===== src/rtl/disp_sseg_mux_n.sv =====
// Multiplexed seven-segment display driver.
// Time-slices N_DIGITS digits onto shared segment lines, snapshots the digit
// inputs once per frame so the display never tears, and applies a PWM
// brightness gate inside each digit slot.
module disp_sseg_mux_n #(
    parameter int N_DIGITS       = 4,
    parameter int REFRESH_DIV    = 50000,
    parameter int BRIGHT_W       = 4,
    parameter int AN_ACTIVE_LOW  = 0,
    parameter int SEG_ACTIVE_LOW = 0
) (
    input  logic                  clk,
    input  logic                  reset_n,
    input  logic [7*N_DIGITS-1:0] digits,
    input  logic [N_DIGITS-1:0]   dp,
    input  logic [N_DIGITS-1:0]   blank,
    input  logic [BRIGHT_W-1:0]   brightness,
    output logic [N_DIGITS-1:0]   an,
    output logic [6:0]            sseg,
    output logic                  dp_out,
    output logic                  frame_tick
);

    localparam int PW = (REFRESH_DIV > 1) ? $clog2(REFRESH_DIV) : 1;
    localparam int IW = $clog2(N_DIGITS);
    localparam logic [PW-1:0] PRESC_LAST = PW'(REFRESH_DIV - 1);
    localparam logic [IW-1:0] IDX_LAST   = IW'(N_DIGITS - 1);
    localparam logic [N_DIGITS-1:0] AN_ONE = N_DIGITS'(1);

    logic [PW-1:0]         presc;
    logic [IW-1:0]         idx;
    logic [BRIGHT_W-1:0]   dim;
    logic                  tc;
    logic                  snap;

    logic [7*N_DIGITS-1:0] sh_digits;
    logic [N_DIGITS-1:0]   sh_dp;
    logic [N_DIGITS-1:0]   sh_blank;

    logic                  lit;
    logic [N_DIGITS-1:0]   an_next;
    logic [6:0]            sseg_next;
    logic                  dp_next;

    logic [N_DIGITS-1:0]   an_r;
    logic [6:0]            sseg_r;
    logic                  dp_r;
    logic                  frame_tick_r;

    assign tc   = (presc == PRESC_LAST);
    assign snap = tc && (idx == IDX_LAST);

    // Prescaler, slot index and PWM dim counter; the slot boundary restarts the dim phase.
    always_ff @(posedge clk or negedge reset_n) begin
        if (!reset_n) begin
            presc <= '0;
            idx   <= '0;
            dim   <= '0;
        end else begin
            // NOTE: sequential state uses non-blocking assignments so every
            // register samples the pre-edge values of the others.
            if (tc) begin
                presc <= '0;
                dim   <= '0;
                idx   <= (idx == IDX_LAST) ? '0 : idx + 1'b1;
            end else begin
                presc <= presc + 1'b1;
                dim   <= dim + 1'b1;
            end
        end
    end

    // Frame snapshot of the shadowed inputs, taken at the end of the last slot.
    always_ff @(posedge clk or negedge reset_n) begin
        if (!reset_n) begin
            // NOTE: the shadow set is a handful of flops, not a RAM, so it is
            // reset; blank resets high so the first frame after reset is dark.
            sh_digits    <= '0;
            sh_dp        <= '0;
            sh_blank     <= '1;
            frame_tick_r <= 1'b0;
        end else begin
            frame_tick_r <= snap;
            if (snap) begin
                sh_digits <= digits;
                sh_dp     <= dp;
                sh_blank  <= blank;
            end
        end
    end

    // Select the active digit and gate it with blank and the brightness duty.
    always_comb begin
        // NOTE: every output gets a default first so no path can infer a latch.
        lit       = 1'b0;
        an_next   = '0;
        sseg_next = '0;
        dp_next   = 1'b0;
        if (!sh_blank[idx] && ((brightness == '1) || (dim < brightness))) begin
            lit = 1'b1;
        end
        if (lit) begin
            an_next   = AN_ONE << idx;
            sseg_next = sh_digits[7*int'(idx) +: 7];
            dp_next   = sh_dp[idx];
        end
    end

    // Output registers: one clock of latency from idx/dim to the pins.
    always_ff @(posedge clk or negedge reset_n) begin
        if (!reset_n) begin
            an_r   <= '0;
            sseg_r <= '0;
            dp_r   <= 1'b0;
        end else begin
            an_r   <= an_next;
            sseg_r <= sseg_next;
            dp_r   <= dp_next;
        end
    end

    // Polarity is a pure inversion after the registers, so it never adds latency.
    assign an         = (AN_ACTIVE_LOW != 0)  ? ~an_r   : an_r;
    assign sseg       = (SEG_ACTIVE_LOW != 0) ? ~sseg_r : sseg_r;
    assign dp_out     = (SEG_ACTIVE_LOW != 0) ? ~dp_r   : dp_r;
    assign frame_tick = frame_tick_r;

endmodule


===== config.mk =====
export PLATFORM = sky130hd
export DESIGN_NAME = disp_sseg_mux_n
export DESIGN_NICKNAME = d
export VERILOG_FILES = /design/src/rtl/disp_sseg_mux_n.sv
export SDC_FILE = /design/constraint.sdc
export NUM_CORES = 1
export LEC_CHECK = 0
export ABC_AREA = 1
export ABC_CLOCK_PERIOD_IN_PS = 1600
export CORE_UTILIZATION = 54
export CTS_CLUSTER_SIZE = 20
export DETAILED_ROUTE_END_ITERATION = 10
export PLACE_DENSITY = 0.82
export SLEW_MARGIN = 15
export SYNTH_ARGS = -nofsm -noshare
export SYNTH_HDL_FRONTEND = slang
export SYNTH_SLANG_ARGS = --single-unit

===== constraint.sdc =====
create_clock -name clk -period 1.6 [get_ports clk]
set_input_delay 0.32 -clock clk [delete_from_list [all_inputs] [get_ports clk]]
set_output_delay 0.32 -clock clk [all_outputs]
set_load 0.05 [all_outputs]

---- Word-level counts from Yosys, hierarchy flattened ----
Cells that the tools add are included.
operators by class
  $add $sub $neg .......................... 3
  multipliers ............................. 1
  divide/modulo/power cells ............... 0
  order comparisons ....................... 2
  equality and inequality tests ........... 3
  shift-type cells ........................ 2
  muxes and demuxes ....................... 11
  bitwise gates (word level) .............. 0
  reductions and logical operators ........ 4
operators with widths
  kind                     count
  $shiftx A28 B6 Y7        1
  $add A16 B1 Y16 const B  1
  $eq A16 B16 Y1 const B   1
  $mux W16                 1
  $mux W4                  2
  $mux W7                  1
  $mul A3 B2 Y5 const A    1
  $add A4 B1 Y4 const B    1
  $bmux W1 S2              2
  $eq A4 B4 Y1 const B     1
  $lt A4 B4 Y1             1
  $mux W1                  4
  $shl A1 B2 Y4 const A    1
  $lt A2 B3 Y1 const B     1
  $add A2 B1 Y2 const B    1
  $eq A2 B2 Y1 const B     1
  $logic_and A1 B1 Y1      2
  $mux W2                  1
  $logic_not A1 Y1         1
  $logic_or A1 B1 Y1       1
storage, ports and cells
  flip-flop bits (word level) ............. 71
  latch bits .............................. 0
  bits in writable memories ............... 0
  ROM bits ................................ 0
  input bits .............................. 42
  output and inout port bits .............. 13
  word-level logic and storage cells ...... 36
  memories kept ........................... 0

---- Depth between registers and ports, before layout ----
Gate-level depths: netlist of the first run.
  depth after elaboration ................. 6
  mapped depth ............................ 10
  depth with buffers taken out ............ 9

---- Least setup slack after synthesis of the first run ----
No wires, ideal clock.
  path kind ............................... flip-flop to flip-flop
  start ................................... register presc[0]
  end ..................................... register sh_digits[0]
  setup time .............................. 0.065 ns
  arrival time ............................ 1.303 ns
  data required time ...................... 1.535 ns
  setup slack ............................. 0.232 ns
  stages on the path, launching flop included .. 10
  buffers on the path ..................... 2
  period minus slack after synthesis ...... 1.368 ns
  cells stage by stage .................... dfrtp_1 -> ha_1 -> nand2_1 -> inv_2 -> nand2_2 -> nor2_2 -> buf_4 -> buf_6 -> nand4_1 -> nand2_1
between the ends
  cells in the longest elaborated chain, start to end .. 2
RTL lines
  what                      line  text
  start: declaration        30    logic [PW-1:0] presc;
  start signal: assignment  67    presc <= presc + 1'b1;
  $eq A16 B16 Y1            50    assign tc = (presc == PRESC_LAST);
  $logic_and A1 B1 Y1       51    assign snap = tc && (idx == IDX_LAST);
  end signal: assignment    85    sh_digits <= digits;
  end: declaration          36    logic [7*N_DIGITS-1:0] sh_digits;
Every way passes these cells.
A chain may end at the register's enable or synchronous reset.

---- Final worst setup path of the first run ----
  start ................................... register presc[4]
  end ..................................... register sh_digits[25]
Same word-level chain as after synthesis.

==> results.sh, run 1 <==
export IMPL_drt_iter0_markers=151
export IMPL_dieArea_um2=6840
export IMPL_grt_pass1_wl_mm=12.0
export IMPL_slew_viol_final=0
export IMPL_intPower_w=0.00266
export IMPL_wirelength_mm=7.50
export IMPL_avgSynthCellArea_um2=8.60
export IMPL_critPathBufInv=1
export IMPL_vdd_drop_max_mv=0.659
export IMPL_final_nets=517
export IMPL_crit_path_frequent_cell="nand2_1"
export IMPL_final_common_cell="nand2_1"
export IMPL_cp_required_ps=1830
export IMPL_post_drt_wl_per_cell_um=13.7
export IMPL_ios=55
export IMPL_grt_pass1_vias=2700
export IMPL_pre_cts_slack_ps=-249
export IMPL_fp_dieH_um=82.7
export IMPL_synth_distinct_cells=27
export IMPL_total_power_w=0.00340
export IMPL_syn_num_nets=460
export IMPL_arrival_ps=1760
export IMPL_worstSetupPathType="flip-flop to flip-flop"
export IMPL_status="completed"
export IMPL_core_um2=6310
export IMPL_rows=29
export IMPL_synth_cells=409
export IMPL_antenna_found_initial=0
export IMPL_cts_max_level=3
export IMPL_post_cts_buffers=0
export IMPL_cts_buffers_inserted=9
export IMPL_crit_chain="nor2_2, nand2_2, nor3_4, nand3_4, buf_12, nand2_1, nand2_1"
export IMPL_critPathTopFamily="simple AND/OR/NAND/NOR gates"
export IMPL_io_buffers=54
export IMPL_insertion_delay_ps=350
export IMPL_ys_warn_count=0
export IMPL_tightest_slew_ps=371
export IMPL_root_buffer="clkbuf_8"
export IMPL_hold_viol=0
export IMPL_synth_area_leaders="dfrtp_1, nand2_1, nand4_1, nor2_1, inv_1"
export IMPL_clock_sinks=71
export IMPL_syn_cell_area_um2=3520
export IMPL_dr_pass1_iters=4
export IMPL_yosysTopAreaCellShare=0.477
export IMPL_cp_max_fo=37
export IMPL_drcViolationCount=0
export IMPL_grt_usage=0.240
export IMPL_period_share=0.956
export IMPL_p_switching_w=0.000738
export IMPL_start_util=0.557
export IMPL_vias=2877
export IMPL_grt_max_degree=72
export IMPL_relSlewSlack=0.753
export IMPL_ys_seq_area_frac=0.507
export IMPL_leakagePower_nw=2.13
export IMPL_syn_to_final_growth_pct=22.4
export IMPL_critPathLaunchType="flip-flop"
export IMPL_slowest_delay_ps=420
export IMPL_final_setup_tns_ps=0
export IMPL_comb_power_share=0.044
export IMPL_ys_ff_latch=71
export IMPL_drive_gt1_frac=0.125
export IMPL_clock_path_buffers=2
export IMPL_num_antenna_cells=0
export IMPL_gp_congestion=0.843
export IMPL_power_density_nw_per_um2=789
export IMPL_endpoint_kind="flip-flop"
export IMPL_hold_class="flip-flop to flip-flop"
export IMPL_cts_tree="yes"
export IMPL_skew_ps=14.3
export IMPL_ant_nets=0
export IMPL_final_cell_mix="nand2_1, dfrtp_1, nor2_1, clkdlybuf4s50_1, nand4_1"
export IMPL_fmax_mhz=654
export IMPL_dp_hpwl_mm=5.04
export IMPL_seq_power_share=0.528
export IMPL_p_clk_frac=0.428
export IMPL_setup_ws_ps=70.3
export IMPL_gr_total_overflow=0
export IMPL_final_setup_viol_count=0
export IMPL_clkSlewWorstSetupHoldPaths_ps=70
export IMPL_die_width_um=82.7
export IMPL_crit_slowest_cell="dfrtp_1"
export IMPL_min_period_ps=1530
export IMPL_drt_vias_per_instance=5.25
export IMPL_drv_cap=0
export IMPL_fillers=498
export IMPL_p_sw_frac=0.217
export IMPL_post_synth_top_area_cell="dfrtp_1"
registers in the layout, indices dropped and copies added (netlist names):
signal,count
dp_out,1
sh_dp,4
sseg,7
sh_blank,4
dim,4
presc,16
sh_digits,28
idx,2
frame_tick,1
an,4
cells in the mapped netlist, drive strengths merged:
| cell type | number |
|---|---|
| a21oi | 2 |
| buf | 22 |
| clkinv | 2 |
| dfrtp | 67 |
| dfstp | 4 |
| ha | 9 |
| inv | 39 |
| nand2 | 112 |
| nand3 | 9 |
| nand4 | 39 |
| nor2 | 63 |
| nor3 | 2 |
| o21ai | 20 |
| o22ai | 8 |
| xnor2 | 1 |
| xor2 | 10 |
path summary, 6_finish.rpt:
kind | start | slack, ps | end | depth (start not counted)
max | presc[4]$_DFF_PN0_ | 70 | sh_digits[25]$_DFFE_PN0P_ | 7
min | sh_blank[3]$_DFFE_PN1P_ | 470 | sh_blank[3]$_DFFE_PN1P_ | 2
min in group asynchronous | reset_n | 510 | dp_out$_DFF_PN0_ | 3
max reg2reg | presc[4]$_DFF_PN0_ | 70 | sh_digits[25]$_DFFE_PN0P_ | 7
min reg2reg | sh_blank[3]$_DFFE_PN1P_ | 470 | sh_blank[3]$_DFFE_PN1P_ | 2
max in group asynchronous | reset_n | 740 | sh_blank[1]$_DFFE_PN1P_ | 3
power groups by stage:
stage / Combinational [W] / Clock, W / Sequential, W
after CTS: 0.000154 / 0.00148 / 0.00179
after floorplan: 0.00000687 / 0 / 0.00183
after global routing: 0.000165 / 0.00155 / 0.00179
after global placement: 0.000149 / 0 / 0.00183
final: 0.000150 / 0.00145 / 0.00179
after detailed placement: 0.000151 / 0 / 0.00183
metal layers:
| layer | vias to the layer above | wire length [µm] | track usage |
|---|---|---|---|
| met5 | - | 0 | 0 |
| met4 | 0 | 126 | 0.121 |
| met3 | 10 | 334 | 0.0308 |
| met2 | 80 | 3640 | 0.401 |
| met1 | 1349 | 3400 | 0.308 |
| li1 | 1438 | - | - |
kinds of logic after synthesis:
logic type / Yosys count / synth area share
simple gates: 225 / 0.282
flops: 71 / 0.507
buf+inv: 63 / 0.106
compound gates: 30 / 0.0455
xor+xnor: 11 / 0.0274
fa+ha+maj: 9 / 0.0320
worst min-delay path: cells and delay by family (launching register included):
kind	cells	cell delay (ps)
flip-flops	1	370
AND/OR/NAND/NOR	2	100
per-stage QoR:
stage               std cells  utilization  hold slack [ps]  cell area (µm²)
detailed placement        530        0.643              370             4060
floorplan                 409            -             24.4             3520
finish                    548        0.682              466             4310
global route              548        0.682              480             4310
CTS                       547        0.679              468             4280
global placement          530        0.643              365             4060
what timing repair did:
item,4_1_cts,5_1_grt
setup endpoints to repair,1,28
cloned,0,1
pin swaps,0,3
endpoints found under the hold margin,38,0
resized for setup,1,5
hold buffers,1,0
final cells by class:
| type | count | area (µm²) | area share |
|---|---|---|---|
| tap | 77 | 96.3 | 0.0224 |
| clock buffer | 10 | 138 | 0.0320 |
| timing repair buffer | 67 | 678 | 0.158 |
| multi-input combinational | 275 | 1380 | 0.320 |
| inverter | 41 | 159 | 0.0369 |
| timing repair inverter | 1 | 7.51 | 0.00174 |
| clock inverter | 6 | 68.8 | 0.0160 |
| sequential | 71 | 1780 | 0.414 |
Power figures use the tool's default switching activity.
==> run 2, diff against run 1 <==
--- a/config.mk
+++ b/config.mk
@@ -10,7 +10,7 @@
 export CORE_UTILIZATION = 54
 export CTS_CLUSTER_SIZE = 20
 export DETAILED_ROUTE_END_ITERATION = 10
-export PLACE_DENSITY = 0.82
+export PLACE_DENSITY = 0.8
 export SLEW_MARGIN = 15
 export SYNTH_ARGS = -nofsm -noshare
 export SYNTH_HDL_FRONTEND = slang
==> run 2 against run 1 <==
  * The run now ends with negative hold slack, negative setup slack left
  * Design area grew 4.9%
  * Register-to-register slack lost 130 ps
  * Critical path depth stayed put
  * Utilization is 3.3 points higher
  * Clock-buffer cell count is 3 higher
  * Non-clock buffer count rose by 17
  * Routed wire length increased by 21%
  * Total power increased by 5.0%
  * First-iteration DRC count is 96% higher
  * Critical path type unchanged
  * Critical endpoint is now sh_digits[16]$_DFFE_PN0P_
  * Largest cell class unchanged
  * Highest routed layer unchanged
==> results.sh, run 2 (same netlist as run 1, synthesis figures left out) <==
export IMPL_violations="negative hold slack, negative setup slack"
export IMPL_drt_vias_per_instance=5.63
export IMPL_endpoint_kind="flip-flop"
export IMPL_period_share=1.04
export IMPL_drt_iter0_markers=296
export IMPL_die_width_um=82.7
export IMPL_comb_power_share=0.043
export IMPL_drive_gt1_frac=0.168
export IMPL_cts_max_level=3
export IMPL_total_power_w=0.00357
export IMPL_gp_congestion=0.832
export IMPL_crit_slowest_cell="dfrtp_1"
export IMPL_cp_required_ps=1880
export IMPL_p_sw_frac=0.200
export IMPL_min_period_ps=1660
export IMPL_p_switching_w=0.000714
export IMPL_start_util=0.557
export IMPL_dr_pass1_iters=5
export IMPL_pre_cts_slack_ps=-295
export IMPL_leakagePower_nw=2.26
export IMPL_power_density_nw_per_um2=789
export IMPL_dieArea_um2=6840
export IMPL_cts_hold_buffers=0
export IMPL_rows=29
export IMPL_cp_max_fo=25
export IMPL_arrival_ps=1940
export IMPL_grt_pass1_vias=2795
export IMPL_tightest_slew_ps=370
export IMPL_reg2reg_depth=7
export IMPL_final_nets=534
export IMPL_hold_slack_ps=-10.6
export IMPL_ios=55
export IMPL_largest_reg_flops=28
export IMPL_clock_sinks=71
export IMPL_setup_ws_ps=-60.3
export IMPL_fp_dieH_um=82.7
export IMPL_insertion_delay_ps=350
export IMPL_final_setup_viol_count=2
export IMPL_status="complete, but fails checks"
export IMPL_final_common_cell="nand2_1"
export IMPL_antenna_found_initial=0
export IMPL_post_drt_wl_per_cell_um=16.1
export IMPL_syn_to_final_growth_pct=28.4
export IMPL_relSlewSlack=0.754
export IMPL_vias=3180
export IMPL_fmax_mhz=602
export IMPL_worstSetupPathType="flip-flop to flip-flop"
export IMPL_clkSlewWorstSetupHoldPaths_ps=80
export IMPL_cts_buffers_inserted=9
export IMPL_wirelength_mm=9.07
export IMPL_root_buffer="clkbuf_8"
export IMPL_io_buffers=54
export IMPL_reg2reg_from="presc[7]$_DFF_PN0_"
export IMPL_clock_path_buffers=2
export IMPL_rsz0062_at_grt="true"
export IMPL_slowest_delay_ps=430
export IMPL_grt_usage=0.243
export IMPL_num_antenna_cells=0
export IMPL_grt_pass1_wl_mm=12.1
export IMPL_crit_path_frequent_cell="nand2_1"
export IMPL_intPower_w=0.00285
export IMPL_hold_viol=15
export IMPL_hold_class="input pin to asynchronous set/reset pin"
export IMPL_drv_cap=0
export IMPL_critPathLaunchType="flip-flop"
export IMPL_cts_tree="yes"
export IMPL_ant_nets=0
export IMPL_drcViolationCount=0
export IMPL_vdd_drop_max_mv=0.543
export IMPL_crit_chain="inv_1, nand2_1, nor3_4, buf_4, buf_8, nand4_1, nand2_1"
export IMPL_dp_hpwl_mm=5.27
export IMPL_p_clk_frac=0.454
export IMPL_skew_ps=9.67
export IMPL_fillers=469
export IMPL_gr_total_overflow=0
export IMPL_grt_max_degree=72
export IMPL_slew_viol_final=0
export IMPL_crit_path_start="presc[7]$_DFF_PN0_"
export IMPL_seq_power_share=0.503
export IMPL_final_cell_mix="nand2_1, dfrtp_1, nor2_1, clkdlybuf4s50_1, nand4_1"
export IMPL_regMostFlops="sh_digits"
export IMPL_core_um2=6310
export IMPL_rrSetupSlack_ps=-60
export IMPL_r2r_end="sh_digits[16]$_DFFE_PN0P_"
==> run 2: worst max-delay path by stage <==
stage	to	slack, ps
finish	sh_digits[16]$_DFFE_PN0P_	-60
global route	sh_digits[16]$_DFFE_PN0P_	-150
CTS	sh_digits[16]$_DFFE_PN0P_	20
detailed placement	an[1]$_DFF_PN0_	-300
global placement	sseg[3]$_DFF_PN0_	-160
floorplan	sh_digits[0]$_DFFE_PN0P_	230
==> run 2: stage by stage <==
step	hold WS, ps	setup TNS [ps]	cells	cell area [µm²]	util
CTS	1.42	0	550	4300	0.681
global route	20.6	-2810	565	4520	0.715
floorplan	24.4	0	409	3520	-
detailed placement	372	-3270	534	4070	0.644
global placement	371	-1870	534	4070	0.644
finish	-10.6	-61.9	565	4520	0.715
==> run 2: timing repair <==
action,CTS,global route
gates cloned,0,6
endpoints found under the setup margin,6,56
pin swaps,0,5
resized for setup,2,16
buffers inserted,0,9
==> run 2: final cells by class <==
cell class / instances / area [µm²] / area share
sequential: 71 / 1780 / 0.395
multi-input combinational: 275 / 1400 / 0.311
timing repair buffer: 84 / 847 / 0.188
clock buffer: 13 / 159 / 0.0352
inverter: 41 / 159 / 0.0352
tap: 77 / 96.3 / 0.0213
clock inverter: 3 / 65.1 / 0.0144
timing repair inverter: 1 / 5.00 / 0.00111
==> run 2: worst max-delay path, delay by kind of cell (launching register included) <==
family / cells / cell delay (ps)
buffers and inverters: 3 / 460
AND/OR/NAND/NOR: 4 / 710
flip-flops: 1 / 430
==> run 2: per-layer routing <==
| layer | global-route usage | vias to the layer above | part of all wire |
|---|---|---|---|
| li1 | - | 1469 | - |
| met1 | 0.297 | 1527 | 0.39 |
| met2 | 0.401 | 151 | 0.50 |
| met3 | 0.0473 | 33 | 0.080 |
| met4 | 0.141 | 0 | 0.034 |
| met5 | 0 | - | 0 |
==> run 2: power by group through the flow <==
stage / combinational (W) / sequential, W / clock, W
final: 0.000152 / 0.00179 / 0.00162
after global routing: 0.000168 / 0.00179 / 0.00170
after CTS: 0.000153 / 0.00179 / 0.00162
after detailed placement: 0.000152 / 0.00183 / 0
after global placement: 0.000149 / 0.00183 / 0
after floorplan: 0.00000687 / 0.00183 / 0
